**src/rtl/code_lock.sv**
```systemverilog
// rtl/code_lock.sv - four-digit code lock with wrong-code penalty, try counter and lockout
module code_lock #(
    parameter logic [15:0] CODE      = 16'h1234,
    parameter int          OPEN_CYC  = 10,
    parameter int          FAIL_CYC  = 5,
    parameter int          MAX_TRIES = 3
) (
    input  logic       CLK,
    input  logic       RST,
    input  logic       enter_pulse,
    input  logic [3:0] digit_in,
    output logic       unlocked,
    output logic       error,
    output logic       locked_out,
    output logic [2:0] digits_entered
);

    typedef enum logic [2:0] {
        IDLE, COLLECT, CHECK, OPEN, FAIL, LOCKOUT
    } state_t;

    localparam logic [7:0] OPEN_LD   = 8'(OPEN_CYC - 1);
    localparam logic [7:0] FAIL_LD   = 8'(FAIL_CYC - 1);
    localparam logic [3:0] TRIES_MAX = 4'(MAX_TRIES);

    state_t      state_q, state_d;
    logic [15:0] shift_q, shift_d;
    logic [2:0]  cnt_q, cnt_d;
    logic [2:0]  tries_q, tries_d;
    logic [7:0]  dwell_q, dwell_d;
    logic        unlocked_q, unlocked_d;
    logic        error_q, error_d;
    logic        locked_q, locked_d;

    always_ff @(posedge CLK or posedge RST) begin
        if (RST) begin
            state_q    <= IDLE;
            shift_q    <= 16'h0000;
            cnt_q      <= 3'd0;
            tries_q    <= 3'd0;
            dwell_q    <= 8'd0;
            unlocked_q <= 1'b0;
            error_q    <= 1'b0;
            locked_q   <= 1'b0;
        end else begin
            state_q    <= state_d;
            shift_q    <= shift_d;
            cnt_q      <= cnt_d;
            tries_q    <= tries_d;
            dwell_q    <= dwell_d;
            unlocked_q <= unlocked_d;
            error_q    <= error_d;
            locked_q   <= locked_d;
        end
    end

    always_comb begin
        state_d = state_q;
        shift_d = shift_q;
        cnt_d   = cnt_q;
        tries_d = tries_q;
        dwell_d = dwell_q;
        case (state_q)
            IDLE, COLLECT: begin
                if (enter_pulse) begin
                    shift_d = {shift_q[11:0], digit_in};
                    cnt_d   = cnt_q + 3'd1;
                    state_d = (cnt_q == 3'd3) ? CHECK : COLLECT;
                end
            end
            CHECK: begin
                shift_d = 16'h0000;
                cnt_d   = 3'd0;
                if (shift_q == CODE) begin
                    state_d = OPEN;
                    tries_d = 3'd0;
                    dwell_d = OPEN_LD;
                end else if (({1'b0, tries_q} + 4'd1) < TRIES_MAX) begin
                    state_d = FAIL;
                    tries_d = tries_q + 3'd1;
                    dwell_d = FAIL_LD;
                end else begin
                    state_d = LOCKOUT;
                end
            end
            OPEN, FAIL: begin
                if (dwell_q == 8'd0) begin
                    state_d = IDLE;
                end else begin
                    dwell_d = dwell_q - 8'd1;
                end
            end
            LOCKOUT: state_d = LOCKOUT;
            default: state_d = IDLE;
        endcase
    end

    // Indicators are a registered copy of the state decode, so they trail the state by one edge.
    always_comb begin
        unlocked_d = (state_q == OPEN);
        error_d    = (state_q == FAIL);
        locked_d   = (state_q == LOCKOUT);
    end

    assign unlocked       = unlocked_q;
    assign error          = error_q;
    assign locked_out     = locked_q;
    assign digits_entered = cnt_q;

endmodule

```
**config.mk**
```make
export PLATFORM = sky130hd
export DESIGN_NAME = code_lock
export DESIGN_NICKNAME = d
export VERILOG_FILES = /design/src/rtl/code_lock.sv
export SDC_FILE = /design/constraint.sdc
export NUM_CORES = 1
export LEC_CHECK = 0
export CORE_MARGIN = 10
export CORE_UTILIZATION = 51
export CTS_CLUSTER_SIZE = 8
export DETAILED_ROUTE_END_ITERATION = 8
export PLACE_DENSITY = 0.7
export REMOVE_ABC_BUFFERS = 1
export SLEW_MARGIN = 30
export SYNTH_ARGS = -nofsm -noshare
export SYNTH_HDL_FRONTEND = slang
export SYNTH_SLANG_ARGS = --single-unit
```
**constraint.sdc**
```tcl
create_clock -name CLK -period 1.62 [get_ports CLK]
set_input_delay 0.243 -clock CLK [delete_from_list [all_inputs] [get_ports CLK]]
set_output_delay 0.243 -clock CLK [all_outputs]
set_load 0.005 [all_outputs]
```
# Yosys cells after proc, flatten, opt, wreduce, memory -nomap -nowiden
# Index checks and enable logic that the tools add are counted.
[op_classes] add_sub_neg=4 eq_ne=11 muxes=16 order_cmp=1 n_reduce_logical=11
[ops] cell="$pmux W16 S2" count=1
[ops] cell="$mux W8" count=3
[ops] cell="$mux W3" count=6
[ops] cell="$eq A16 B13 Y1 const B" count=1
[ops] cell="$mux W16" count=1
[ops] cell="$pmux W8 S2" count=1
[ops] cell="$pmux W3 S4" count=1
[ops] cell="$eq A3 B2 Y1 const B" count=3
[ops] cell="$logic_not A8 Y1" count=1
[ops] cell="$sub A8 B1 Y8 const B" count=1
[ops] cell="$add A3 B1 Y3 const B" count=2
[ops] cell="$eq A3 B3 Y1 const B" count=2
[ops] cell="$ne A2 B2 Y1 const B" count=3
[ops] cell="$pmux W3 S2" count=1
[ops] cell="$reduce_and A2 Y1" count=3
[ops] cell="$reduce_bool A2 Y1" count=3
[ops] cell="$add A3 B1 Y4 const B" count=1
[ops] cell="$lt A4 B2 Y1 const B" count=1
[ops] cell="$reduce_or A2 Y1" count=2
[ops] cell="$eq A3 B1 Y1 const B" count=1
[ops] cell="$logic_not A3 Y1" count=1
[ops] cell="$ne A3 B3 Y1 const B" count=1
[ops] cell="$reduce_and A3 Y1" count=1
[ops] cell="$mux W2" count=1
[ops] cell="$mux W1" count=1
[totals] input_bits=7 output_inout_bits=6 word_cells=51 regBits=36

# Logic depth before layout (Yosys ltp)
# Gate-level depths: netlist of run 1.
[logic_depth] ltp_word=5 ltp_mapped=7 depth_no_buf=7

# Worst setup path after synthesis of run 1
# No wires, ideal clock.
[synth_path] path_type="register to register" start="reg dwell_q[0]" end="reg dwell_q[1]" slack_ps=-76 stages_incl_launch_ff=7 setup_ps=127 arrival_ps=1569 required_ps=1493 n_path_buf=0 synth_period_minus_slack_ps=1696 cell_sequence="dfrtp_1 -> inv_1 -> ha_1 -> nor3b_1 -> a22oi_2 -> a21o_1 -> mux2_1"
[synth_between] elab_chain_cells=3 elab_cells_between_ends=6 cone_classes="add/sub (1); eq/ne (1); mux (2); reduce/logical (2)"
[synth_rtl] element="start: declaration" line="30" text="logic [7:0] dwell_q, dwell_d;"
[synth_rtl] element="start signal: assignment" line="50" text="dwell_q <= dwell_d;"
[synth_rtl] element="$sub A8 B1 Y8 or $logic_not A8 Y1 (tied branches)" line="90, 87"
[synth_rtl] element="$mux W8 or $ne A2 B2 Y1 (tied branches)"
[synth_rtl] element="$pmux W8 S2 or $reduce_and A3 Y1 (tied branches)"
# Parallel ways exist; a longest one is shown, timed or not. The select of a mux whose other input is x is not followed.
# A chain may end at the register's enable or synchronous reset.

# Worst setup path in the final report of run 1
[layout_path] start="reg state_q[1]" end="reg dwell_q[1]"
[layout_between] elab_chain_cells=4 elab_cells_between_ends=9 cone_classes="eq/ne (5); mux (1); reduce/logical (3)"
[layout_rtl] element="start: declaration" line="26" text="state_t state_q, state_d;"
[layout_rtl] element="start signal: assignment" line="46" text="state_q <= state_d;"
[layout_rtl] element="$eq A3 B2 Y1 or $eq A3 B3 Y1 (tied branches)" line="63" text="case (state_q)"
[layout_rtl] element="$reduce_or A2 Y1" line="63"
[layout_rtl] element="$ne A2 B2 Y1 (no line) or $reduce_bool A2 Y1 (tied branches)"
[layout_rtl] element="$reduce_and A3 Y1 (no line)"
# Parallel ways exist; a longest one is shown, timed or not.

==> out/summary.txt, run 1 <==
Worst-margin pin slew - 448.3 ps
Total grt overflow - 0
Status - finished, violations left
CTS H-tree lvls - 2
Post-route DRC violation count - 0
Initial antenna violation count - 0
Yosys warns - 0
Peak Freq - 609.5 MHz
Fin Hold WS - 272.4 ps
Maximum VDD drop - 1525 uV
Reg clk slew, reported paths - 120 ps
Routed met2 length - 2.067 mm
Setup tns final - -20.80 ps
Die area - 6113 um^2
Final WS setup - -20.80 ps
Max Cap Viol - 0
Placed cell count - 234
Max-slew headroom - 70.11%
Met1 wire length - 1.618 mm
Crit share post-route - 101.3%
Worst Setup SP - state_q[1]
Starting Density - 52.15%
Core Util, Final - 69.65%
Die H - 78.19 um
Total Routing Usage GR - 12.77%
Crit path capture type - register
Unrepaired setup endpoints after global routing - true
Post-synth EDFFs - 0
Global-route wire length before repair - 6.375 mm
DRT Pass-1 Iters - 4
Uppermost layer routed - met4
Finished Layout Cells - 247
Post-synth top flop - dfrtp_1
Remaining antenna violation count - 0
Core region area - 3311 um^2
Crit path kind - reg2reg
# rows - 21
Fin. max-slew vios - 0
Chip Width - 78.19 um
Initial DRC count - 85
Worst min path class - in2async
Seq/Total Area, Yosys - 52.17%
Placer Congestion - 0.8394
Vias in the first global route - 1378
TritonCTS clock tree - done
Synth Instances - 153
Layout area overhead - 33.55%
Nets - 213
Met3 Routed Length - 199 um
Period minus WS final - 1641 ps
Clock Latency Late Sink - 350 ps
Critical Path Source Type - register
PwrDens - 1934 nW/um^2
Cell Area, Synth - 1727 um^2
Largest net degree at the start of global routing - 37
Synthesized flop and latch total - 36
Vias - 1385
Final WL - 3.939 mm
Root Buffer - clkbuf_4
ANT cells - 0
Final Skew - 15.94 ps
Required @ worst endpoint - 1870 ps
Async SR Flop Fraction - 100.0%
Failing checks - negative setup slack
Crit path DAT - 1890 ps
Final Hold Fails - 0
Detailed placement HPWL - 2.711 mm
Post-route cell area - 2306 um^2
Boundary pin count - 13
# port buffers - 12
Inserted Clock Buffers - 5
Post-synthesis cell type count - 48
Share of cells above drive strength 1 - 34.33%
Number of setup violations in the final report - 1
Worst-path fanout max - 6
Placed Instance Area - 2085 um^2
Clock Path Buffers - 2
Num Clock Sinks - 36
Routed vias/inst - 5.607
LEAKAGE - 1.073 nW
Post-Syn Area per Cell - 11.29 um^2
WL/cell - 15.95 um
RR Startpoint - state_q[1]
per-layer routing:
metal / global-route usage, % / vias up
met4: 4.480 / 0
li1: - / 651
met2: 22.12 / 38
met5: 0 / -
met3: 4.442 / 9
met1: 14.21 / 687
final cells by class:
| type | instances | area, um^2 |
|---|---|---|
| clock inverter | 2 | 35.03 |
| tap | 46 | 57.56 |
| timing repair buffer | 45 | 379.1 |
| inverter | 11 | 41.29 |
| sequential | 36 | 900.9 |
| fill | 266 | 1005 |
| multi-input combinational | 101 | 850.8 |
| clock buffer | 6 | 41.29 |
flip-flops by register name (all words and copies together), names as in the netlist:
| name | flops |
|---|---|
| digits_entered | 3 |
| dwell_q | 8 |
| state_q | 3 |
| unlocked | 1 |
| locked_out | 1 |
| shift_q | 16 |
| error | 1 |
| tries_q | 3 |
synth_stat cells, types with 2 or more instances:
cell type / instances / area share (%)
dfrtp_1: 36 / 52
a22o_1: 18 / 9.1
nor2_1: 15 / 3.3
inv_1: 11 / 2.4
a21oi_1: 7 / 2.0
ha_1: 6 / 4.3
nand2_1: 6 / 1.3
buf_2: 3 / 0.87
nand2b_1: 3 / 1.1
a21oi_2: 2 / 1.0
and2_1: 2 / 0.72
nand3_1: 2 / 0.58
nand4b_1: 2 / 1.0
nor4bb_1: 2 / 1.2
o21ai_0: 2 / 0.58
o22ai_1: 2 / 0.72
o31ai_1: 2 / 0.87
xor2_1: 2 / 1.0
where the power goes:
part / total [mW] / internal [mW] / switching, mW
logic: 2.25 / 1.23 / 1.02
registers: 1.58 / 1.28 / 0.292
clock network: 0.631 / 0.324 / 0.308
worst max-delay path: stages, from the launching register on:
cell and delay [ps]:
dfrtp_1 400, or3b_4 420, a22oi_2 270, a21o_1 150, mux2_4 300
logic make-up after synthesis:
logic type                 Yosys count  share of synthesized area, %
adders and majority gates            6                         4.348
buffers and inverters               16                         4.130
xor gates and xnor gates             3                         1.522
AOI/OAI and AO/OA                   43                         19.64
and+or+nand+nor                     46                         16.31
DFF                                 36                         52.17
muxes                                3                         1.884
repair_timing:
| item | 4_1_cts | 5_1_grt |
|---|---|---|
| pin swaps | 5 | 10 |
| resized for setup | 8 | 19 |
| setup buffers | 2 | 3 |
| endpoints found under the setup margin | 28 | 20 |
| hold buffers | 0 | 0 |
stage by stage:
stage                     worst slack [ps]  power [mW]
after detailed placement            -169.3       3.552
final                               -20.80       4.461
after global placement              -74.89       3.435
after CTS                           -31.51       4.312
after floorplan                     -402.0       2.675
after global routing                -97.90       4.758
worst paths after layout:
path	end	slack, ps	cells after the start
setup / recovery	dwell_q[1]	-20	4
hold / removal	tries_q[2]	270	3
setup reg to reg	dwell_q[1]	-20	4
hold reg to reg	digits_entered[2]	520	2
max in group asynchronous	state_q[2]	1010	3
min in group CLK	shift_q[0]	500	2
cells in the final DEF, fill, tap and decap left out, types with 3 or more instances in the layout:
cell / count
a22o_1: 18
nor2_1: 12
dfrtp_1: 36
buf_4: 30
inv_1: 9
buf_6: 3
a21oi_1: 6
clkdlybuf4s50_1: 12
clkbuf_4: 5
ha_1: 4
nand2_1: 5
nand2b_1: 3
No activity file was read; power rests on OpenSTA's default activity.
==> inputs of run 2 (changes only) <==
SKIP_CTS_REPAIR_TIMING = 1   (was not set)
==> out/summary.txt, run 2 (synthesis gave the netlist of run 1 again) <==
Initial DRC count - 99
Layout area overhead - 31.81%
Max Cap Viol - 0
Die area - 6113 um^2
Boundary pin count - 13
Worst slack, placed - -169.3 ps
Comb power frac - 49.9%
Post-route DRC violation count - 0
Int Power - 2.817 mW
Root Buffer - clkbuf_4
Worst-margin pin slew - 446.0 ps
Crit path kind - reg2reg
Clock Path Buffers - 2
Critical Path Source Type - register
Required @ worst endpoint - 1870 ps
Status - finished, violations left
Inserted Clock Buffers - 5
Global-route wire length before repair - 6.251 mm
Period minus WS final - 1671 ps
R2r worst-path depth - 4
Final WL - 3.917 mm
Commonest non-fill, non-tap cell in the layout - dfrtp_1
# port buffers - 12
Starting Density - 52.15%
Placer Congestion - 0.8394
Fin Hold WS - 266.9 ps
PwrDens - 1942 nW/um^2
WL/cell - 15.92 um
Crit path DAT - 1920 ps
Clock group share of total power - 14.3%
Final WS setup - -50.84 ps
Chip Width - 78.19 um
Initial antenna violation count - 0
Die H - 78.19 um
Top flop regs - shift_q: 16 flops, dwell_q: 8 flops
Final Skew - 16.69 ps
ANT cells - 0
Vias in the first global route - 1351
Remaining antenna violation count - 0
Number of setup violations in the final report - 2
Largest register FFs - 16
Failing checks - negative setup slack
Fillcell total - 268
Area occupied by multi-input gates - 839.6 um^2
Total Routing Usage GR - 12.49%
Detailed placement HPWL - 2.711 mm
Sequential power share - 35.7%
Placed cell count - 234
Largest net degree at the start of global routing - 37
Crit share post-route - 103.1%
Worst-path fanout max - 6
Net Sw Power - 1.602 mW
Worst min path class - in2async
Max-slew headroom - 70.27%
Reg clk slew, reported paths - 120 ps
Vias - 1369
TritonCTS clock tree - done
Register area - 900.9 um^2
Maximum VDD drop - 1523 uV
Largest reg by FF count - shift_q
Crit path capture type - register
Total grt overflow - 0
Switching share of power - 36.26%
Finished Layout Cells - 246
Final Hold Fails - 0
Clock Latency Late Sink - 350 ps
# rows - 21
Routed vias/inst - 5.565
Unrepaired setup endpoints after global routing - true
Peak Freq - 598.5 MHz
Fin. max-slew vios - 0
LEAKAGE - 1.061 nW
CTS H-tree lvls - 2
Most frequent cells in the layout - 36 x dfrtp_1, 32 x buf_4, 18 x a22o_1
DRT Pass-1 Iters - 5
Core region area - 3311 um^2
Nets - 212
Core Util, Final - 68.75%
Share of cells above drive strength 1 - 33.50%
Num Clock Sinks - 36
==> run 2: cell count changes in the layout (fill, tap and decap cells not counted), sizes merged <==
cell / before / now
buf: 33 / 32
==> run 2: metal layers <==
metal / vias to the layer above / global-route usage (%) / share of wire, %
met5: - / 0 / 0
met4: 0 / 4.480 / 1.9
met3: 8 / 4.556 / 3.7
met2: 23 / 21.22 / 53
met1: 689 / 14.07 / 41
li1: 649 / - / -
==> run 2: final timing paths <==
| check | startpoint | endpoint | slack [ps] |
|---|---|---|---|
| min in group CLK | digit_in[0] | shift_q[0] | 500 |
| max in group asynchronous | RST | shift_q[5] | 1010 |
| min reg2reg | digits_entered[2] | digits_entered[2] | 520 |
| min | RST | tries_q[2] | 270 |
| max | state_q[0] | dwell_q[1] | -50 |
| max reg2reg | state_q[0] | dwell_q[1] | -50 |
==> run 2: final cells by class <==
cell class              instances  share of cell area [%]
clock buffers                   6                   1.814
well taps                      46                   2.529
clock inverters                 2                   1.539
flip-flops and latches         36                   39.58
repair buffers                 44                   15.83
inverters                      11                   1.814
multi-input cells             101                   36.89
==> run 2: metrics by stage <==
step                      setup TNS [ps]  total power, mW  instance area, um^2
after floorplan                    -6016            2.675                 1697
after global placement            -304.6            3.435                 2085
after detailed placement           -1661            3.552                 2085
after CTS                          -1400            4.207                 2161
after global routing              -466.2            4.719                 2276
final                             -56.44            4.419                 2276
==> run 2: power groups by stage <==
stage          combinational [mW]  sequential [mW]  clock, mW
2_1_floorplan                1.08             1.59          0
3_3_place_gp                 1.89             1.54          0
3_5_place_dp                 1.99             1.56          0
4_1_cts                      2.01             1.55      0.650
5_1_grt                      2.41             1.63      0.680
6_report                     2.21             1.58      0.633
==> run 2: critical path: stages, from the launching register on <==
cell     delay (ps)
dfrtp_1         390
or3b_4          420
a22oi_2         320
a21o_1          150
mux2_4          300
